### config.mk
export PLATFORM = sky130hd
export DESIGN_NAME = pt5_stream_packer
export DESIGN_NICKNAME = d
export VERILOG_FILES = /design/src/rtl/pt5_pkg.sv /design/src/rtl/pt5_stream_packer.sv
export SDC_FILE = /design/constraint.sdc
export NUM_CORES = 1
export LEC_CHECK = 0
export CORE_MARGIN = 2
export CORE_UTILIZATION = 40
export CTS_CLUSTER_DIAMETER = 150
export DETAILED_ROUTE_END_ITERATION = 6
export PLACE_DENSITY_LB_ADDON = 0.12
export SYNTH_ARGS = -nofsm -noshare
export SYNTH_HDL_FRONTEND = slang
export SYNTH_SLANG_ARGS = --single-unit
export TNS_END_PERCENT = 10
### constraint.sdc
create_clock -name clk -period 4.8 [get_ports clk]
set_input_delay 0.72 -clock clk [delete_from_list [all_inputs] [get_ports clk]]
set_output_delay 0.72 -clock clk [all_outputs]
set_load 0.02 [all_outputs]
### src/rtl/pt5_pkg.sv
// Shared balanced-ternary (pt5) definitions used by pt5_stream_packer and pt5_unpacker.
// Holds the trit code map, group size, and the padding table used when a partial group is flushed.
package pt5_pkg;

  localparam int         PT5_TRITS = 5;
  localparam logic [7:0] PT5_MAX   = 8'd242;

  localparam logic [1:0] TRIT_NEG  = 2'd0;
  localparam logic [1:0] TRIT_ZERO = 2'd1;
  localparam logic [1:0] TRIT_POS  = 2'd2;
  localparam logic [1:0] TRIT_ILL  = 2'd3;

  typedef logic [2:0] pos_t;

  localparam pos_t PT5_LAST_POS = pos_t'(PT5_TRITS - 1);

  // Value of filling positions pos..4 with TRIT_ZERO (digit 1): sum of 3^k for k >= pos.
  function automatic logic [7:0] pt5_pad(input pos_t pos);
    case (pos)
      3'd0:    return 8'd121;
      3'd1:    return 8'd120;
      3'd2:    return 8'd117;
      3'd3:    return 8'd108;
      3'd4:    return 8'd81;
      default: return 8'd0;
    endcase
  endfunction

  // The illegal code carries no value; it is folded onto the zero trit.
  function automatic logic [1:0] trit_digit(input logic [1:0] code);
    return (code == TRIT_ILL) ? TRIT_ZERO : code;
  endfunction

endpackage

### src/rtl/pt5_stream_packer.sv
// Packs a stream of trits, five per byte (t0 + 3*t1 + ... + 81*t4), with flush-and-pad
// of partial groups, a single-entry output holding register and a sticky illegal-code flag.
module pt5_stream_packer
  import pt5_pkg::*;
#(
  parameter int CNT_W = 16
) (
  input  logic             clk,
  input  logic             rst_n,
  input  logic [1:0]       trit_in,
  input  logic             trit_valid,
  output logic             trit_ready,
  input  logic             flush,
  output logic [7:0]       packed_byte,
  output logic             packed_valid,
  input  logic             packed_ready,
  output logic             err_illegal,
  output logic [CNT_W-1:0] byte_count
);

  logic [7:0] acc;
  logic [7:0] weight;
  pos_t       pos;

  logic       in_fire;
  logic       out_fire;
  logic       close_group;
  logic [1:0] digit;
  logic [7:0] term;
  logic [7:0] sum;
  logic [7:0] group_byte;

  // Only a full, unconsumed output register stalls the input side.
  assign trit_ready = !(packed_valid && !packed_ready);
  assign in_fire    = trit_valid && trit_ready;
  assign out_fire   = packed_valid && packed_ready;

  assign digit = trit_digit(trit_in);

  // digit * weight as shift-add; digit <= 2 and the running sum never exceeds 242.
  assign term  = (digit[1] ? {weight[6:0], 1'b0} : 8'd0) + (digit[0] ? weight : 8'd0);
  assign sum   = acc + term;

  assign close_group = in_fire && ((pos == PT5_LAST_POS) || flush);

  always_comb begin
    // NOTE: every combinational output gets a default first so no path can infer a latch.
    group_byte = sum;
    if (pos != PT5_LAST_POS) begin
      group_byte = sum + pt5_pad(pos + 3'd1);
    end
  end

  // NOTE: state uses non-blocking assignments so every register samples pre-edge values.
  always_ff @(posedge clk or negedge rst_n) begin
    if (!rst_n) begin
      acc          <= 8'd0;
      weight       <= 8'd1;
      pos          <= '0;
      packed_byte  <= 8'd0;
      packed_valid <= 1'b0;
      err_illegal  <= 1'b0;
      byte_count   <= '0;
    end else begin
      if (out_fire) begin
        packed_valid <= 1'b0;
        byte_count   <= byte_count + 1'b1;
      end

      if (in_fire && (trit_in == TRIT_ILL)) begin
        err_illegal <= 1'b1;
      end

      // A completing group overrides the clear above, giving back-to-back output beats.
      if (close_group) begin
        packed_byte  <= group_byte;
        packed_valid <= 1'b1;
        acc          <= 8'd0;
        weight       <= 8'd1;
        pos          <= '0;
      end else if (in_fire) begin
        acc    <= sum;
        weight <= weight + {weight[6:0], 1'b0};
        pos    <= pos + 3'd1;
      end
    end
  end

endmodule

==> results.json <==
{
  "grt_use_total": 0.1654,
  "async_flop_share": 1.000,
  "drive_gt1_frac": 0.07440,
  "crit_fanout": 7,
  "grtUsageMet2": 0.2822,
  "ys_warn_count": 0,
  "drc": 0,
  "path_buf_inv": 3,
  "yosys_most_used_dff": "dfrtp_1",
  "finalHoldViolations": 0,
  "crit_path_start_kind": "primary input",
  "crit_path_top_delay_cell": "fa_1",
  "gp_congestion": 0.8440,
  "firstDrtPassIters": 4,
  "dieArea_mm2": 0.008052,
  "dp_worst_setup_slack_ps": 384.5,
  "clock_path_buffers": 2,
  "postCtsHoldBufs": 0,
  "io_buffers": 33,
  "setup_viol": 0,
  "crit_required_ps": 5040,
  "cp_data_arrival_time_ps": 4390,
  "routed_wl_mm": 6.189,
  "cts-root-buf": "clkbuf_8",
  "initialDrtViolationCount": 79,
  "finalSetupTns_ps": 0,
  "leakage_nw": 1.600,
  "num_rows": 31,
  "clk_pin_slew_ps": 90,
  "postSynthCellCount": 298,
  "min-delay-start": "byte_count[15]$_DFFE_PN0P_",
  "fin_nets": 376,
  "gr-total-overflow": 0,
  "post_drt_wl_per_cell_um": 14.23,
  "hpwl_mm": 4.501,
  "grt_max_degree": 46,
  "synth.avg_cell_area_um2": 9.867,
  "antenna_cells": 0,
  "area_growth_pct": 18.77,
  "grt.busiest_layer": "met2",
  "cts_tree": "yes",
  "io_pins": 34,
  "timing.rr.start": "weight[1]$_DFFE_PN0P_",
  "slowest_delay_ps": 520,
  "crit_path_end_kind": "flip-flop",
  "fmax_ghz": 0.2411,
  "synthesis.area_mm2": 0.002940,
  "maxCapViolCount": 0,
  "finalWorstPathRequiredPeriod_ps": 4148,
  "cts_buffers": 5,
  "max_slew_margin": 0.2968,
  "worstPathCellList": "clkdlybuf4s50_1 > nor2b_2 > and2_1 > fa_1 > ha_1 > inv_1 > fa_1 > xor2_1 > inv_1 > ha_1 > nand2_1 > o21ai_0 > o221ai_2 > or4_1 > nand3_1",
  "clock-sinks": 45,
  "worstSetupStartpoint": "trit_in[1]",
  "viasPerCell": 5.032,
  "hold_ws_ps": 477.6,
  "post-route-period-util": 0.8642,
  "synth-edff-count": 0,
  "grt_pass1_vias": 2192,
  "core_area_mm2": 0.007176,
  "initial_core_util": 0.4098,
  "clkLatencyLatePin_ps": 300,
  "skew_ps": 5.306,
  "fp.dieW_um": 89.74,
  "crit_family": "adder cells",
  "vias": 2189,
  "power.density_mw_per_mm2": 595.3,
  "ys_seq_area_frac": 0.3834,
  "status": "complete, no violations",
  "criticalPathCategory": "primary input to flip-flop",
  "synth_nets": 339,
  "ys_types": 54,
  "ant_nets": 0,
  "met1_usage": 0.2124,
  "ir_worst_vdd_mv": 0.2474,
  "htreeDepth": 2,
  "post_cts.repair.setup_buffers": 0,
  "grt_pass1_wl_mm": 10.78,
  "setup_ws_ps": 651.9,
  "antenna_found_initial": 0,
  "min_path_type": "flip-flop to flip-flop",
  "rsz0062_at_grt": "no",
  "ys_seq_elements": 45,
  "dieHeight_um": 89.74,
  "use_met3": 0.03604,
  "drv_slew": 0,
  "cts_resized": 0,
  "max_slew.worst_pin.slew_ps": 1055
}
stage by stage:
stage          utilization  cells  area, um^2  power, mW
4_1_cts             0.4867    435        3492      2.101
2_1_floorplan            -    298        2940      1.467
3_3_place_gp        0.4699    427        3372      1.761
6_report            0.4867    435        3492      2.079
5_1_grt             0.4867    435        3492      2.283
3_5_place_dp        0.4699    427        3372      1.779
metal layers:
metal / routed length (um) / share of wire / vias up
met4: 95 / 0.015 / 0
met1: 2876 / 0.46 / 1046
li1: - / - / 1104
met2: 3024 / 0.49 / 32
met5: 0 / 0 / -
met3: 193 / 0.031 / 7
area by class of cell:
cell class,instances,area (um^2)
timing repair buffer,37,355.3
tap,99,123.9
inverter,14,52.55
clock buffer,6,82.58
multi-input combinational,232,1713
sequential,45,1127
clock inverter,2,37.54
fill,704,3684
final timing paths:
check | endpoint | slack (ps) | cells past startpoint
max in group asynchronous | acc[7]$_DFFE_PN0P_ | 3550 | 1
worst min register to register | byte_count[15]$_DFFE_PN0P_ | 480 | 1
worst min-delay path | byte_count[15]$_DFFE_PN0P_ | 480 | 1
min in group asynchronous | byte_count[0]$_DFFE_PN0P_ | 600 | 1
worst max-delay path | packed_byte[7]$_DFFE_PN0P_ | 650 | 15
worst max register to register | packed_byte[7]$_DFFE_PN0P_ | 1280 | 13
worst reg2reg max path, cell delays in order (launching register included):
cell      delay (ps)
dfrtp_1          430
and2_1           190
fa_1             490
ha_1             190
inv_1             60
fa_1             390
xor2_1           260
inv_1             80
ha_1             330
nand2_1           50
o21ai_0          310
o221ai_2         160
or4_1            410
nand3_1           90
cell families (layout without fill, tap and decap cells):
family	after synthesis	count (layout)	synth area share
xor+xnor	31	31	0.09489
simple gates	96	96	0.1643
compound gates	67	67	0.1443
flops	45	45	0.3834
mux	3	3	0.01064
buf+inv	21	59	0.03404
fa+ha+maj	35	35	0.1685
cell usage after synthesis, types with 4 or more instances:
| cell | n | area share |
|---|---|---|
| fa_1 | 8 | 0.054 |
| a21oi_1 | 11 | 0.019 |
| nor2_1 | 14 | 0.018 |
| a31oi_1 | 4 | 0.0085 |
| nand2_1 | 33 | 0.042 |
| nor3_1 | 5 | 0.0085 |
| a22o_1 | 5 | 0.015 |
| nand3_1 | 6 | 0.010 |
| clkbuf_1 | 4 | 0.0051 |
| xnor2_1 | 20 | 0.060 |
| inv_1 | 14 | 0.018 |
| ha_1 | 26 | 0.11 |
| nand2b_1 | 5 | 0.011 |
| o21ai_0 | 25 | 0.043 |
| dfrtp_1 | 44 | 0.37 |
| a21o_1 | 4 | 0.010 |
| and2_1 | 15 | 0.032 |
| xor2_1 | 10 | 0.030 |
state kept, by name, indices dropped and copies added (netlist names):
signal,count
packed_byte,8
weight,8
err_illegal,1
packed_valid,1
byte_count,16
pos,3
acc,8
cell usage in the layout (no fill, tap or decap), drive strengths merged, types with 4 or more instances in the layout:
| cell | synthesis | routed |
|---|---|---|
| xor2 | 11 | 11 |
| clkbuf | 5 | 6 |
| clkdlybuf4s50 | 0 | 32 |
| a31oi | 4 | 4 |
| nor2 | 14 | 14 |
| nor3 | 5 | 5 |
| buf | 2 | 5 |
| a22o | 5 | 5 |
| dfrtp | 44 | 44 |
| and2 | 16 | 16 |
| nand3 | 6 | 6 |
| o21ai | 27 | 27 |
| a21oi | 11 | 11 |
| inv | 14 | 14 |
| nand2 | 33 | 33 |
| a21o | 4 | 4 |
| nand2b | 5 | 5 |
| ha | 26 | 26 |
| xnor2 | 20 | 20 |
| fa | 8 | 8 |
report_power, final:
group	total (mW)	internal, mW	switching [mW]	leakage (nW)
clock network	0.313	0.170	0.143	0.0574
registers	0.590	0.487	0.102	0.587
logic	1.18	0.551	0.626	0.955
No activity file was read; power rests on OpenSTA's default activity.
